`src/rtl/uart_tx_frame_ctrl_if.sv`:
```
// Byte-level link between the frame sequencer and uart_byte_tx.
// master = sequencer side, slave = byte transmitter side.
interface uart_tx_frame_ctrl_if;
  logic [7:0] tx_data_byte;
  logic       tx_send_en;
  logic [2:0] tx_baud_set;
  logic       tx_done;
  logic       tx_state;

  modport master (
    output tx_data_byte, tx_send_en, tx_baud_set,
    input  tx_done, tx_state
  );

  modport slave (
    input  tx_data_byte, tx_send_en, tx_baud_set,
    output tx_done, tx_state
  );
endinterface

```
`src/rtl/uart_tx_frame_ctrl.sv`:
```
// Frame sequencer for uart_byte_tx: buffers payload bytes, then sends
// HEADER, LEN, payload, CHECKSUM one byte per tx_done, with a stall watchdog.
module uart_tx_frame_ctrl #(
  parameter int unsigned Depth   = 16,
  parameter logic [7:0]  Header  = 8'h55,
  parameter logic [2:0]  BaudSet = 3'd0,
  parameter int unsigned Timeout = 100000
) (
  input  logic                         clk,
  input  logic                         reset_n,
  input  logic                         wr_en_i,
  input  logic [7:0]                   wr_data_i,
  input  logic                         start_i,
  output logic                         busy_o,
  output logic [$clog2(Depth+1)-1:0]   fill_cnt_o,
  output logic                         frame_done_o,
  output logic                         err_timeout_o,
  uart_tx_frame_ctrl_if.master         tx_if
);

  localparam int unsigned CntW  = $clog2(Depth + 1);
  localparam int unsigned AddrW = (Depth > 1) ? $clog2(Depth) : 1;
  localparam logic [CntW-1:0] DepthC  = CntW'(Depth);
  localparam logic [31:0]     WdogMax = 32'(Timeout - 1);

  typedef enum logic [2:0] {StIdle, StIssue, StWait, StDone, StAbort} state_e;

  state_e          state_q;
  logic            busy_q, frame_done_q, err_q;
  logic [7:0]      data_q, csum_q;
  logic [CntW-1:0] fill_q, len_q;
  logic [8:0]      idx_q;
  logic [31:0]     wdog_q;
  logic [7:0]      buf_q [Depth];

  logic [8:0] idx_next, last_idx;
  logic [7:0] next_byte;
  logic       add_csum;

  // Byte for the index that follows the one just acknowledged.
  always_comb begin
    idx_next  = idx_q + 9'd1;
    last_idx  = 9'(len_q) + 9'd2;
    add_csum  = 1'b1;
    if (idx_next == 9'd1) begin
      next_byte = 8'(len_q);
    end else if (idx_next < last_idx) begin
      next_byte = buf_q[AddrW'(idx_next - 9'd2)];
    end else begin
      next_byte = csum_q;
      add_csum  = 1'b0;
    end
  end

  always_ff @(posedge clk) begin
    if (state_q == StIdle && !start_i && wr_en_i && fill_q < DepthC) begin
      buf_q[AddrW'(fill_q)] <= wr_data_i;
    end
  end

  always_ff @(posedge clk) begin
    if (!reset_n) begin
      state_q      <= StIdle;
      busy_q       <= 1'b0;
      frame_done_q <= 1'b0;
      err_q        <= 1'b0;
      data_q       <= 8'h00;
      csum_q       <= 8'h00;
      fill_q       <= '0;
      len_q        <= '0;
      idx_q        <= '0;
      wdog_q       <= '0;
    end else begin
      frame_done_q <= 1'b0;
      err_q        <= 1'b0;
      unique case (state_q)
        StIdle: begin
          if (start_i) begin
            state_q <= StIssue;
            busy_q  <= 1'b1;
            len_q   <= fill_q;
            idx_q   <= '0;
            csum_q  <= 8'h00;
            data_q  <= Header;
          end else if (wr_en_i && fill_q < DepthC) begin
            fill_q <= fill_q + CntW'(1);
          end
        end
        StIssue: begin
          if (!tx_if.tx_state) begin
            state_q <= StWait;
            wdog_q  <= '0;
          end
        end
        StWait: begin
          if (tx_if.tx_done) begin
            if (idx_q == last_idx) begin
              state_q      <= StDone;
              frame_done_q <= 1'b1;
            end else begin
              state_q <= StIssue;
              idx_q   <= idx_next;
              data_q  <= next_byte;
              if (add_csum) csum_q <= csum_q + next_byte;
            end
          end else if (wdog_q == WdogMax) begin
            state_q <= StAbort;
            err_q   <= 1'b1;
          end else begin
            wdog_q <= wdog_q + 32'd1;
          end
        end
        StDone, StAbort: begin
          state_q <= StIdle;
          busy_q  <= 1'b0;
          fill_q  <= '0;
        end
        default: state_q <= StIdle;
      endcase
    end
  end

  assign busy_o             = busy_q;
  assign fill_cnt_o         = fill_q;
  assign frame_done_o       = frame_done_q;
  assign err_timeout_o      = err_q;
  assign tx_if.tx_data_byte = data_q;
  assign tx_if.tx_send_en   = (state_q == StIssue) && !tx_if.tx_state;
  assign tx_if.tx_baud_set  = BaudSet;

endmodule

```
`src/flat_wrapper.sv`:
```
// flat-port wrapper written by rule: the top's interface ports become plain ports
module uart_tx_frame_ctrl_flat 
#(
  parameter int unsigned Depth   = 16,
  parameter logic [7:0]  Header  = 8'h55,
  parameter logic [2:0]  BaudSet = 3'd0,
  parameter int unsigned Timeout = 100000
)
  (clk, reset_n, wr_en_i, wr_data_i, start_i, busy_o, fill_cnt_o, frame_done_o, err_timeout_o, tx_if_tx_data_byte, tx_if_tx_send_en, tx_if_tx_baud_set, tx_if_tx_done, tx_if_tx_state);
  uart_tx_frame_ctrl_if tx_if_i ();
  input  logic clk;
  input  logic reset_n;
  input  logic wr_en_i;
  input  logic [7:0] wr_data_i;
  input  logic start_i;
  output logic busy_o;
  output logic [$clog2(Depth+1)-1:0] fill_cnt_o;
  output logic frame_done_o;
  output logic err_timeout_o;
  output wire logic [$bits(tx_if_i.tx_data_byte)-1:0] tx_if_tx_data_byte;
  output wire logic [$bits(tx_if_i.tx_send_en)-1:0] tx_if_tx_send_en;
  output wire logic [$bits(tx_if_i.tx_baud_set)-1:0] tx_if_tx_baud_set;
  input wire logic [$bits(tx_if_i.tx_done)-1:0] tx_if_tx_done;
  input wire logic [$bits(tx_if_i.tx_state)-1:0] tx_if_tx_state;
  assign tx_if_tx_data_byte = tx_if_i.tx_data_byte;
  assign tx_if_tx_send_en = tx_if_i.tx_send_en;
  assign tx_if_tx_baud_set = tx_if_i.tx_baud_set;
  assign tx_if_i.tx_done = tx_if_tx_done;
  assign tx_if_i.tx_state = tx_if_tx_state;
  uart_tx_frame_ctrl #(.Depth(Depth), .Header(Header), .BaudSet(BaudSet), .Timeout(Timeout)) u_core (.clk(clk), .reset_n(reset_n), .wr_en_i(wr_en_i), .wr_data_i(wr_data_i), .start_i(start_i), .busy_o(busy_o), .fill_cnt_o(fill_cnt_o), .frame_done_o(frame_done_o), .err_timeout_o(err_timeout_o), .tx_if(tx_if_i));
endmodule
```
`config.mk`:
```
export PLATFORM = sky130hd
export DESIGN_NAME = uart_tx_frame_ctrl_flat
export DESIGN_NICKNAME = d
export VERILOG_FILES = /design/src/rtl/uart_tx_frame_ctrl_if.sv /design/src/rtl/uart_tx_frame_ctrl.sv /design/src/flat_wrapper.sv
export SDC_FILE = /design/constraint.sdc
export NUM_CORES = 1
export LEC_CHECK = 0
export BUFFER_PORTS_ARGS = -buffer_cell sky130_fd_sc_hd__buf_2
export CAP_MARGIN = 10
export CORE_ASPECT_RATIO = 1.5
export CORE_MARGIN = 2
export CORE_UTILIZATION = 66
export DETAILED_ROUTE_END_ITERATION = 12
export PLACE_DENSITY = 0.84
export REMOVE_ABC_BUFFERS = 1
export SLEW_MARGIN = 10
export SYNTH_ARGS = -nofsm -noshare
export SYNTH_HDL_FRONTEND = slang
export SYNTH_SLANG_ARGS = --single-unit
```
`constraint.sdc`:
```
create_clock -name clk -period 8.9 [get_ports clk]
set_input_delay 0.89 -clock clk [delete_from_list [all_inputs] [get_ports clk]]
set_output_delay 0.89 -clock clk [all_outputs]
set_load 0.01 [all_outputs]
```
==> results of run 1 <==
-- state kept, by name, summed over array words and instances (netlist names) --
signal	cells
u_core.frame_done_o	1
u_core.idx_q	9
u_core.csum_q	8
u_core.tx_if.tx_data_byte	8
u_core.err_timeout_o	1
u_core.busy_o	1
u_core.len_q	5
u_core.fill_cnt_o	5
u_core.buf_q	128
u_core.wdog_q	32
u_core.state_q	3
-- worst max-delay path, cell delays in order, from the launching register on --
cell and delay [ns]:
dfxtp_2 0.31, buf_4 0.53, inv_1 0.10, ha_1 0.36, buf_4 0.42, inv_1 0.11
ha_1 0.23, xor3_1 0.69, mux4_2 0.57, and3_1 0.19, a211oi_1 0.28, nor2_1 0.10
ha_1 0.28, a21o_1 0.11, a21oi_1 0.11, o211ai_1 0.22, nand2_1 0.11, or3_1 0.33
a221o_1 0.30, nand4_1 0.06
-- final timing paths --
kind | from | end | slack [ns] | cells past startpoint
hold reg to reg | u_core.tx_if.tx_data_byte[1] | u_core.tx_if.tx_data_byte[1] | 0.45 | 2
hold / removal | u_core.tx_if.tx_data_byte[1] | u_core.tx_if.tx_data_byte[1] | 0.45 | 2
setup / recovery | u_core.idx_q[0] | u_core.csum_q[7] | 3.34 | 19
setup reg to reg | u_core.idx_q[0] | u_core.csum_q[7] | 3.34 | 19
-- final cells by class --
| cell class | count | area [µm²] |
|---|---|---|
| Sequential cell | 201 | 5310 |
| Fill cell | 830 | 3550 |
| Timing Repair Buffer | 39 | 218 |
| Clock buffer | 24 | 494 |
| Tap cell | 162 | 203 |
| Clock inverter | 9 | 103 |
| Multi-Input combinational cell | 446 | 3510 |
| Inverter | 22 | 82.6 |
-- power by group through the flow --
stage	logic [mW]	registers [mW]	clock network, mW
after global routing	0.0800	1.00	0.833
final	0.0741	1.00	0.786
after CTS	0.0736	1.00	0.796
after global placement	0.0692	1.02	0
after floorplan	0.0404	1.02	0
after detailed placement	0.0728	1.02	0
-- per-stage QoR --
stage	power [mW]	util
after floorplan	1.06	-
after global placement	1.09	0.692
after detailed placement	1.10	0.692
after CTS	1.87	0.736
after global routing	1.92	0.736
final	1.86	0.736
-- placed cells by master (no fill, tap or decap), drive strengths merged, types with 3 or more instances in the layout --
master / netlist / final
edfxtp: 128 / 128
or4: 4 / 4
a2111oi: 3 / 3
o221a: 4 / 4
conb: 1 / 3
nor4: 10 / 10
clkinvlp: 0 / 3
clkbuf: 16 / 24
and4: 3 / 3
clkinv: 1 / 5
a21oi: 27 / 27
nand2: 49 / 49
a22oi: 5 / 5
buf: 20 / 39
ha: 22 / 22
o21ai: 10 / 10
xnor2: 11 / 11
and2: 4 / 4
nor2: 91 / 91
nor4b: 4 / 4
nor3: 14 / 14
inv: 21 / 21
nand3: 29 / 29
nor2b: 3 / 3
mux2i: 10 / 10
nand4: 19 / 19
a211oi: 4 / 4
o21a: 3 / 3
nand2b: 5 / 5
xor2: 31 / 31
and3: 7 / 7
dfxtp: 73 / 73
or3: 7 / 7
mux4: 39 / 39
-- Yosys cell counts (3+ instances only) --
library cell / count
clkbuf_1: 16
xnor2_1: 11
inv_1: 21
a211oi_1: 4
nor2_1: 91
buf_2: 11
and3_1: 7
nor2b_1: 3
or4_1: 3
edfxtp_1: 128
xor2_1: 31
nand2_1: 49
and2_1: 4
mux4_2: 39
buf_4: 5
a22oi_1: 5
nor4b_1: 4
nand3_1: 29
mux2i_1: 10
nor3_1: 13
dfxtp_1: 73
nand2b_1: 5
o221a_2: 4
a21oi_1: 26
nand4_1: 19
ha_1: 22
or3_1: 7
o21ai_0: 7
o21a_1: 3
nor4_1: 8
-- kinds of logic after synthesis --
kind of cell	count (synthesis)
compound gates	74
other cells	1
buf+inv	58
flops	201
mux	50
simple gates	251
xor+xnor	45
fa+ha+maj	23
-- metal layers --
| layer | vias to the layer above | track usage |
|---|---|---|
| met5 | - | 0 |
| met4 | 0 | 0.112 |
| met3 | 51 | 0.0307 |
| met2 | 206 | 0.538 |
| met1 | 2955 | 0.316 |
| li1 | 2673 | - |
==> results.py, run 1 <==
metrics = {
    "setup_path": {
        "critPathKind": "reg2reg",
        "crit_required_ns": 9.31,
        "endpoint_kind": "flip-flop",
        "worstPathMaxFanout": 39,
        "critPathLaunchType": "flip-flop",
        "cp.arrival_ns": 5.97,
    },
    "yosys": {
        "synth_xor_area_frac": 0.0483,
        "synth_warnings": 0,
        "synth-compound-area-share": 0.0608,
        "syn_avg_cell_area_um2": 12.9,
        "netlist_area_um2": 9070,
        "synth_largest_area_cell": "edfxtp_1",
        "synth_top_family_by_area": "simple AND/OR/NAND/NOR gates",
        "synth-simple-area-share": 0.135,
        "synth-seq-area-share": 0.585,
        "netlist-cell-type-count": 65,
        "ys_seq_elements": 201,
        "synth-edff-count": 128,
        "ys.flop_type": "edfxtp_1",
        "yosys.area.top_type_share": 0.424,
        "async_flop_share": 0,
        "ys_top_cells_by_area": "edfxtp_1 (42%), dfxtp_1 (16%), mux4_2 (9.7%), nor2_1 (3.8%), ha_1 (3.0%)",
        "synthAdderAreaFrac": 0.0326,
        "syn_inst": 703,
        "synthMuxAreaShare": 0.109,
    },
    "power_and_ir_drop": {
        "power.switching_mw": 0.388,
        "powerDensity_nw_per_um2": 188,
        "vdd_drop_max_uv": 185,
        "total_leakage_power_nw": 3.41,
        "p_comb_frac": 0.040,
        "switching_share": 0.208,
        "pwr-share-clk": 0.422,
        "p_int_mw": 1.47,
        "seqPwrFrac": 0.538,
    },
    "sta": {
        "tightest_slew_ns": 0.980,
        "period_share": 0.625,
        "finalWorstSetupSlack_ns": 3.34,
        "whs_ns": 0.454,
        "final-setup-viol-count": 0,
        "finalHoldViolCount": 0,
        "drv_slew": 0,
        "rsz0062_at_grt": "false",
        "final.min_clock_period_ns": 5.56,
        "finClkSkew_ns": 0.0105,
        "slew_headroom": 0.344,
        "finalSetupTns_ns": 0,
        "fmax_mhz": 180,
    },
    "floorplanning": {
        "num_rows": 52,
        "io_pins": 34,
        "dieArea_um2": 14700,
        "die_h_um": 148,
        "fp.dieW_um": 99.7,
        "start_util": 0.674,
        "core_um2": 13500,
    },
    "clock_network": {
        "numCtsBuffers": 19,
        "cts_setup_buffers": 0,
        "worstSkewPairLatency_ns": 0.48,
        "cts_resized": 0,
        "cts_htree_levels": 1,
        "postCtsHoldBufs": 0,
        "cts_root_buf": "clkbuf_16",
        "path_clk_slew_ns": 0.06,
        "cts_tree": "yes",
        "clockBufferDepth": 3,
        "clkSinkCount": 201,
    },
    "drt": {
        "vias": 5885,
        "routed_wl_um": 20200,
        "routed.top_layer": "met4",
        "drcViolationCount": 0,
        "wl_met2_um": 11500,
        "via_per_inst": 6.52,
        "wl_per_cell_um": 22.3,
        "wl_met1_um": 7170,
        "drtAntennaViolNets": 0,
        "dr.first_iter.drc_count": 325,
        "first_pass_iters": 5,
        "wl_met3_um": 833,
    },
    "layout": {
        "num-nets-final": 766,
        "fin_cells": 903,
        "design_area_um2": 9910,
        "drive_gt1_frac": 0.166,
        "area_growth_pct": 9.30,
        "antenna_cells": 0,
    },
    "placement": {
        "gp_congestion": 0.925,
        "dp_cells": 870,
        "post-dp-hpwl_um": 13600,
        "pre_cts_slack_ns": 3.37,
        "placed_cell_area_um2": 9320,
        "portBuffers": 30,
    },
    "global_routing": {
        "grt_max_degree": 40,
        "grt.total_usage": 0.282,
        "grt_pass1_wl_um": 32000,
        "grt_pass1_vias": 6163,
        "gr-total-overflow": 0,
        "antenna_found_initial": 0,
    },
    "min_path": {
        "min_path_type": "reg2reg",
    },
    "outcome": {
        "status": "complete, no violations",
    },
    "flow_run": {
        "cap_violations": 0,
    },
}
(Power assumes the default switching activity.)
==> inputs of run 2 (changes only) <==
- CORE_UTILIZATION: 66 -> 56
- PLACE_DENSITY: 0.84 -> 0.76
- clock period: 8.9 -> 4.9 ns (I/O delays scaled with it)
==> run 2 against run 1 <==
  * Clock-buffer cell count fell by 2
  * Die area up 17%
  * Sequential power up 82%
  * Clock skew shrank 0.0017 ns
  * Worst setup slack got worse by 2.9 ns
  * First-iteration DRC count down 6.5%
  * Sequential cell count did not move
  * Critical path type unchanged
  * Largest cell class unchanged
  * Largest power group unchanged
  * Highest routed layer unchanged
==> results.py, run 2 (same netlist as run 1, synthesis figures left out) <==
metrics = {
    "setup_path": {
        "r2r_slack_ns": 0.49,
        "critPathMaxStageDelay_ns": 0.43,
        "cp-endpoint": "u_core.csum_q[6]",
        "worstPathMaxFanout": 11,
        "crit_start": "u_core.idx_q[1]",
        "r2r-end": "u_core.csum_q[6]",
        "slowest_stage": "dfxtp_1",
        "critPathLaunchType": "flip-flop",
        "endpoint_kind": "flip-flop",
        "critPathKind": "reg2reg",
        "crit_required_ns": 5.26,
        "path_cells": "ha_1 > xnor2_1 > inv_1 > ha_1 > o21ai_0 > a21oi_1 > o31ai_2 > nand2_1 > a21oi_1 > a21oi_1 > ha_1 > inv_1 > fa_1 > nor2b_1 > o21ai_0 > a21boi_0 > o21a_1 > or3_1 > a32oi_1 > nor2_1",
        "r2r_cells": 20,
        "cp.arrival_ns": 4.77,
        "r2r_start": "u_core.idx_q[1]",
    },
    "placement": {
        "gp_congestion": 0.887,
        "dp_cells": 916,
        "pre_cts_slack_ns": 0.310,
        "post-dp-hpwl_um": 13100,
        "portBuffers": 30,
    },
    "power_and_ir_drop": {
        "total_leakage_power_nw": 3.45,
        "powerDensity_nw_per_um2": 344,
        "vdd_drop_max_uv": 349,
    },
    "layout": {
        "fillers": 1206,
        "largest_register_ffs": 128,
        "final_common_cell": "edfxtp_1",
        "layout_common_cells": "edfxtp_1 (128), nor2_1 (91), dfxtp_1 (72)",
        "area_growth_pct": 10.5,
        "num-nets-final": 768,
        "drive_gt1_frac": 0.171,
        "fin_cells": 950,
        "reg_top3": "u_core.buf_q x128, u_core.wdog_q x32, u_core.idx_q x9",
        "postLayoutCoreUtil": 0.624,
        "regMostFlops": "u_core.buf_q",
    },
    "sta": {
        "slew_headroom": 0.368,
        "period_share": 0.900,
        "final.min_clock_period_ns": 4.41,
        "whs_ns": 0.240,
        "tightest_slew_ns": 0.946,
        "drv_slew": 0,
        "finClkSkew_ns": 0.00888,
        "finalHoldViolCount": 0,
        "finalSetupTns_ns": 0,
        "finalWorstSetupSlack_ns": 0.489,
        "rsz0062_at_grt": "false",
        "final-setup-viol-count": 0,
        "fmax_mhz": 227,
    },
    "global_routing": {
        "grt.total_usage": 0.224,
        "grt_max_degree": 38,
        "grt_pass1_vias": 5794,
        "grt_pass1_wl_um": 30100,
        "antenna_found_initial": 1,
        "gr-total-overflow": 0,
    },
    "drt": {
        "vias": 5702,
        "drcViolationCount": 0,
        "drtAntennaViolNets": 0,
        "first_pass_iters": 4,
        "wl_per_cell_um": 20.0,
        "via_per_inst": 6.00,
        "routed_wl_um": 19000,
        "dr.first_iter.drc_count": 304,
    },
    "clock_network": {
        "clockBufferDepth": 3,
        "cts_htree_levels": 1,
        "path_clk_slew_ns": 0.06,
        "cts_tree": "yes",
        "worstSkewPairLatency_ns": 0.49,
        "numCtsBuffers": 19,
        "clkSinkCount": 201,
        "cts_root_buf": "clkbuf_16",
        "cts_setup_buffers": 0,
    },
    "outcome": {
        "status": "complete, no violations",
    },
    "floorplanning": {
        "die_h_um": 160,
        "start_util": 0.565,
        "num_rows": 57,
        "io_pins": 34,
        "dieArea_um2": 17300,
        "fp.dieW_um": 108,
        "core_um2": 16000,
    },
    "flow_run": {
        "cap_violations": 0,
    },
    "min_path": {
        "hp-start": "tx_if_tx_done",
        "min_path_type": "in2reg",
    },
}
run 2: metrics by stage:
stage / power, mW / cell area (µm²)
after CTS: 3.47 / 10000
after floorplan: 1.93 / 8900
after detailed placement: 1.99 / 9390
final: 3.44 / 10000
after global placement: 1.98 / 9390
after global routing: 3.54 / 10000
run 2: power by group:
group / switching [mW] / internal (mW) / total (mW)
Clock: 0.618 / 0.876 / 1.49
Sequential: 0.00883 / 1.81 / 1.82
Combinational: 0.0884 / 0.0444 / 0.133
Total: 0.715 / 2.73 / 3.44
run 2: worst min-delay path by stage:
stage	to	cells after the start
finish	u_core.err_timeout_o	2
detailed placement	u_core.tx_if.tx_data_byte[7]	2
global route	u_core.err_timeout_o	2
global placement	u_core.tx_if.tx_data_byte[7]	2
floorplan	u_core.wdog_q[17]	2
CTS	u_core.err_timeout_o	2
run 2: repair_timing:
action / in CTS / in global routing
hold endpoints to repair: 0 / 0
resized for setup: 0 / 1
setup endpoints to repair: 0 / 2
hold buffers: 0 / 0
run 2: final cells by class:
cell class	instances	area, µm²	area share
Antenna cell	1	2.50	0.000250
Clock inverter	11	138	0.0137
Inverter	22	82.6	0.00824
Multi-Input combinational cell	446	3510	0.351
Clock buffer	22	487	0.0486
Tap cell	206	258	0.0257
Timing Repair Buffer	41	233	0.0232
Sequential cell	201	5310	0.530
run 2: routing by layer:
layer / track usage / share of wire / up-vias
met5: 0 / 0 / -
met3: 0.0327 / 0.045 / 48
li1: - / - / 2674
met1: 0.261 / 0.37 / 2813
met4: 0.0962 / 0.037 / 0
met2: 0.405 / 0.55 / 167
run 2: worst max-delay path, delay by kind of cell, from the launching register on:
kind | cells | cell delay (ns)
buffers and inverters | 2 | 0.18
AOI/OAI and AO/OA | 9 | 1.73
adders and majority gates | 4 | 0.98
DFF | 1 | 0.43
and+or+nand+nor | 4 | 0.79
xor gates and xnor gates | 1 | 0.19
